$ cat config.mk
export PLATFORM = sky130hd
export DESIGN_NAME = pulse_stretch
export DESIGN_NICKNAME = d
export VERILOG_FILES = /design/src/rtl/psu_pkg.sv /design/src/rtl/pulse_cnt.sv /design/src/rtl/pulse_stretch.sv
export SDC_FILE = /design/constraint.sdc
export NUM_CORES = 1
export LEC_CHECK = 0
export ABC_CLOCK_PERIOD_IN_PS = 6600
export CELL_PAD_IN_SITES_DETAIL_PLACEMENT = 0
export CELL_PAD_IN_SITES_GLOBAL_PLACEMENT = 1
export CORE_MARGIN = 2
export CORE_UTILIZATION = 42
export CTS_BUF_LIST = sky130_fd_sc_hd__clkbuf_4 sky130_fd_sc_hd__clkbuf_8 sky130_fd_sc_hd__clkbuf_16
export CTS_CLUSTER_SIZE = 40
export DETAILED_ROUTE_END_ITERATION = 6
export GPL_ROUTABILITY_DRIVEN = 0
export PLACE_DENSITY = 0.95
export SETUP_SLACK_MARGIN = 0.4
export SLEW_MARGIN = 10
export SYNTH_ARGS = -nofsm -noshare
export SYNTH_HDL_FRONTEND = slang
export SYNTH_SLANG_ARGS = --single-unit
$ cat constraint.sdc
create_clock -name clk -period 6.6 [get_ports clk]
set_clock_uncertainty 0.05 [all_clocks]
set_input_delay 1.32 -clock clk [delete_from_list [all_inputs] [get_ports clk]]
set_output_delay 1.32 -clock clk [all_outputs]
set_load 0.1 [all_outputs]
$ cat src/rtl/psu_pkg.sv
// psu_pkg: shared state encoding and default widths for the pulse stretcher
package psu_pkg;
  localparam int CNT_W_DEF  = 16;
  localparam int MISS_W_DEF = 8;
  typedef enum logic [1:0] {IDLE, HIGH, GAP} state_e;
endpackage

$ cat src/rtl/pulse_cnt.sv
// pulse_cnt: loadable down-counter shared by the HIGH and GAP phases, done while at 1
module pulse_cnt
  import psu_pkg::*;
#(
  parameter int W = CNT_W_DEF
) (
  input  logic         clk,
  input  logic         n_rst,
  input  logic         load_i,
  input  logic [W-1:0] value_i,
  output logic         done_o
);
  logic [W-1:0] cnt_q, cnt_d;
  // load wins; otherwise count down and rest at zero
  always_comb cnt_d = load_i ? value_i : (cnt_q != '0 ? cnt_q - W'(1) : cnt_q);
  // counter register
  always_ff @(posedge clk)
    if (!n_rst) cnt_q <= '0;
    else cnt_q <= cnt_d;
  assign done_o = cnt_q == W'(1);
endmodule

$ cat src/rtl/pulse_stretch.sv
// pulse_stretch: stretches trigger pulses to a programmed width followed by a holdoff gap
module pulse_stretch
  import psu_pkg::*;
#(
  parameter int CNT_W  = CNT_W_DEF,
  parameter int MISS_W = MISS_W_DEF
) (
  input  logic              clk,
  input  logic              n_rst,
  input  logic              trig,
  input  logic [CNT_W-1:0]  width,
  input  logic [CNT_W-1:0]  gap,
  input  logic              retrig,
  output logic              sig_out,
  output logic              busy,
  output logic              miss,
  output logic [MISS_W-1:0] miss_cnt
);
  state_e             state_q, state_d;
  logic [CNT_W-1:0]   gap_q, gap_d, load_val;
  logic               load, done;
  logic               sig_q, sig_d, busy_q, busy_d, miss_q, miss_d;
  logic [MISS_W-1:0]  miss_cnt_q, miss_cnt_d;

  pulse_cnt #(.W(CNT_W)) u_cnt (
    .clk    (clk),
    .n_rst  (n_rst),
    .load_i (load),
    .value_i(load_val),
    .done_o (done)
  );

  // next state, counter loads and rejected-trigger detection; outputs follow the next state
  always_comb begin
    state_d  = state_q;
    gap_d    = gap_q;
    load     = 1'b0;
    load_val = width;
    miss_d   = 1'b0;
    case (state_q)
      IDLE: if (trig && width != '0) begin
        state_d = HIGH;
        gap_d   = gap;
        load    = 1'b1;
      end
      HIGH: if (trig && retrig && width != '0) begin
        gap_d = gap;
        load  = 1'b1;
      end else begin
        miss_d = trig;
        if (done) begin
          state_d  = gap_q != '0 ? GAP : IDLE;
          load     = gap_q != '0;
          load_val = gap_q;
        end
      end
      GAP: begin
        miss_d = trig;
        if (done) state_d = IDLE;
      end
      default: state_d = IDLE;
    endcase
    sig_d      = state_d == HIGH;
    busy_d     = state_d != IDLE;
    miss_cnt_d = (miss_d && miss_cnt_q != '1) ? miss_cnt_q + MISS_W'(1) : miss_cnt_q;
  end

  // state, latched gap and all registered outputs
  always_ff @(posedge clk)
    if (!n_rst) begin
      state_q    <= IDLE;
      gap_q      <= '0;
      sig_q      <= 1'b0;
      busy_q     <= 1'b0;
      miss_q     <= 1'b0;
      miss_cnt_q <= '0;
    end else begin
      state_q    <= state_d;
      gap_q      <= gap_d;
      sig_q      <= sig_d;
      busy_q     <= busy_d;
      miss_q     <= miss_d;
      miss_cnt_q <= miss_cnt_d;
    end

  assign sig_out  = sig_q;
  assign busy     = busy_q;
  assign miss     = miss_q;
  assign miss_cnt = miss_cnt_q;
endmodule

==> summary.md <==
| Metric | Value |
|---|---|
| IO Pins | `47` |
| Vias in the first global route | `1972` |
| Internal power | `slightly below 0.0005 W` |
| Main synth FF type | `dfxtp_1` |
| First-pass GRT wire length | `~9400 um` |
| Die width | `roughly 80 um` |
| Dpl hpwl | `4370 um` |
| Crit Path Max Fanout | `13` |
| Post-Synthesis Cells | `280` |
| Unrepaired setup endpoints after global routing | `false` |
| Die area | `roughly 6500 um^2` |
| Met1 Track Usage GR | `0.252` |
| Synth top area cells | `dfxtp_1 37%, mux2i_1 14%, nor2_1 6.0%, ha_1 4.1%, xor2_1 3.9%` |
| # resized after CTS | `0` |
| Combinational share of power | `0.235` |
| Overall power | `approximately 0.0007 W` |
| Hold Crit Class | `reg2reg` |
| Top cell type by total area after synthesis | `dfxtp_1` |
| Least-Margin Pin Slew | `just under 1 ns` |
| Root buffer cell | `clkbuf_8` |
| Fin cells | `397` |
| Setup violators final | `0` |
| Status | `completed` |
| Initial antenna violation count | `0` |
| ANT nets after route | `0` |
| Worst vdd ir | `around 0.13 mV` |
| Met3 Use GR | `0.0292` |
| CP startpoint kind | `primary input` |
| Seq/Total Area, Yosys | `0.368` |
| Pwr Density | `about 230 nW/um^2` |
| Min Clock Period, post-route | `around 3.7 ns` |
| Maxcap violations | `0` |
| DR vias/cell | `around 5.2` |
| Worst-path clk slew | `about 0.08 ns` |
| Worst Path Arrival | `3.81 ns` |
| Final Net Count | `368` |
| Clock power share | `0.307` |
| Cts hold-fix bufs | `0` |
| Worst hold start | `miss_cnt[6]$_SDFFE_PN0P_` |
| Leakage | `approximately 1.3 nW` |
| Post-Syn Area | `2450 um^2` |
| Worst-skew pair later-pin latency | `about 0.3 ns` |
| Met2 Use GR | `0.303` |
| Total Wirelength | `approximately 5600 um` |
| Avg Inst Size Synth | `between 8 and 9 um^2` |
| Drt pass-1 iters | `4` |
| Largest net degree at the start of global routing | `27` |
| Critical Path, Cell by Cell | `clkdlybuf4s50_1, or4_4, o41ai_2, o211ai_1, buf_4, mux2i_1, nand2_1, and3_1` |
| Num Clock Sinks | `45` |
| Diode count | `0` |
| Initial Utilization | `0.440` |
| Overflow after GRT | `0` |
| Final Hold Viols | `0` |
| FMAX | `roughly 270 MHz` |
| DRT iter0 DRCs | `80` |
| Most frequent cells after synthesis | `45 x dfxtp_1, 39 x nor2_1, 34 x mux2i_1` |
| Setup slack after layout | `just under 3 ns` |
| TritonCTS clock tree | `built` |
| Placed insts | `389` |
| Synth-to-layout area growth | `26.0%` |
| Switching fraction of total power | `0.292` |
| Post-CTS setup repair buffer count | `0` |
| Area of the core | `~5600 um^2` |
| Global routing's busiest layer | `met2` |
| Dpl ws | `about 2.6 ns` |
| Worst EP required | `approximately 6.7 ns` |
| Total track usage | `0.189` |
| Sequential power share | `0.458` |
| Vias | `2070` |
| Share of the synthesized area in the top cell type | `0.368` |
| Sw power | `0.000205 W` |
| Critical path type | `in2reg` |
| Reg2Reg Launch Point | `u_cnt.cnt_q[0]$_SDFFE_PN0P_` |
| Cell variety after synth | `44` |
| Worst setup startpoint | `width[3]` |
| Slowest cell delay on critical path | `0.56 ns` |
| Clk buf depth | `2` |
| Ys async rst share | `0` |
| Die Ht | `about 80 um` |
| Worst rel slew slack | `0.352` |
| H-tree depth | `2` |
| Final slew viol count | `0` |
| Avg WL per Cell | `~14 um` |
| Synth Warn # | `0` |
| CP max stage cell | `or4_4` |
| Post-synth EDFFs | `0` |
| Num CTS Buffers | `5` |
| # DRC | `0` |
| Post-Synthesis Net Count | `~320` |
| Count leader, synth | `dfxtp_1` |
| Setup TNS | `0 ns` |
| Worst Setup End Kind | `flop` |
| Final period util | `0.555` |
| FF+latch count, synth | `45` |
| Port buffer count | `46` |
| Num rows | `27` |
| Fraction of layout cells with a size suffix above 1 | `0.0523` |
-- routing by layer --
metal / wire length (um) / vias up
met5: 0 / -
met2: 2580 / 39
li1: - / 1092
met1: 2750 / 932
met3: 204 / 7
met4: 85 / 0
-- power groups by stage --
stage               combinational (W)  clock, W  sequential, W
floorplan                    0.000104         0       0.000331
global placement             0.000163         0       0.000325
detailed placement           0.000164         0       0.000327
CTS                          0.000165  0.000219       0.000320
global route                 0.000184  0.000231       0.000324
finish                       0.000164  0.000215       0.000321
-- cell type report --
type | instances | area (um^2)
multi-input combinational | 215 | 1460
timing repair buffer | 49 | 483
inverter | 8 | 30.0
clock inverter | 2 | 37.5
sequential | 45 | 901
clock buffer | 6 | 82.6
fill | 521 | 2490
tap | 72 | 90.1
-- metrics by stage --
stage / hold slack (ns) / utilization / area, um^2
floorplan: 0.433 / - / 2450
global placement: 0.441 / 0.532 / 2970
detailed placement: 0.454 / 0.532 / 2970
CTS: 0.475 / 0.554 / 3090
global route: 0.492 / 0.554 / 3090
finish: 0.470 / 0.554 / 3090
-- path summary, 6_finish.rpt --
kind / endpoint / slack, ns / cells after the start
setup / recovery: u_cnt.cnt_q[13]$_SDFFE_PN0P_ / 2.94 / 8
hold / removal: miss_cnt[6]$_SDFFE_PN0P_ / 0.47 / 1
setup reg to reg: u_cnt.cnt_q[13]$_SDFFE_PN0P_ / 4.10 / 8
hold reg to reg: miss_cnt[6]$_SDFFE_PN0P_ / 0.47 / 1
-- layout by cell type, fill, tap and decap left out, types with 3 or more instances in the layout --
cell             count
nor2_1              39
nand3_1              6
nand2_1             18
and3_1              10
inv_1                7
clkdlybuf4s50_1     46
nor3_1               4
dfxtp_1             45
xnor2_1              7
mux2i_1             34
clkbuf_8             6
or4_1                6
ha_1                 8
a21oi_1             14
nor4_1               9
buf_4                3
xor2_1              11
o21ai_0             17
a211oi_1             3
nand4_1              4
-- worst max-delay path: cells and delay by family --
kind / cells / cell delay, ns
and+or+nand+nor: 3 / 0.83
muxes: 1 / 0.19
AOI/OAI and AO/OA: 2 / 0.74
buffers and inverters: 2 / 0.72
-- registers in the layout, summed over array words and instances (netlist names) --
name	flops
u_cnt.cnt_q	16
state_q	2
gap_q	16
miss_cnt	8
miss	1
busy	1
sig_out	1
-- kinds of logic after synthesis --
kind of cell,count (synthesis),share of synthesized area
XOR/XNOR,18,0.0644
AO/OA/AOI/OAI,49,0.130
multiplexers,34,0.139
flip-flops,45,0.368
adder cells (fa/ha/maj),8,0.0409
buffers and inverters,20,0.0378
AND/OR/NAND/NOR,106,0.221
Power figures use the tool's default switching activity.
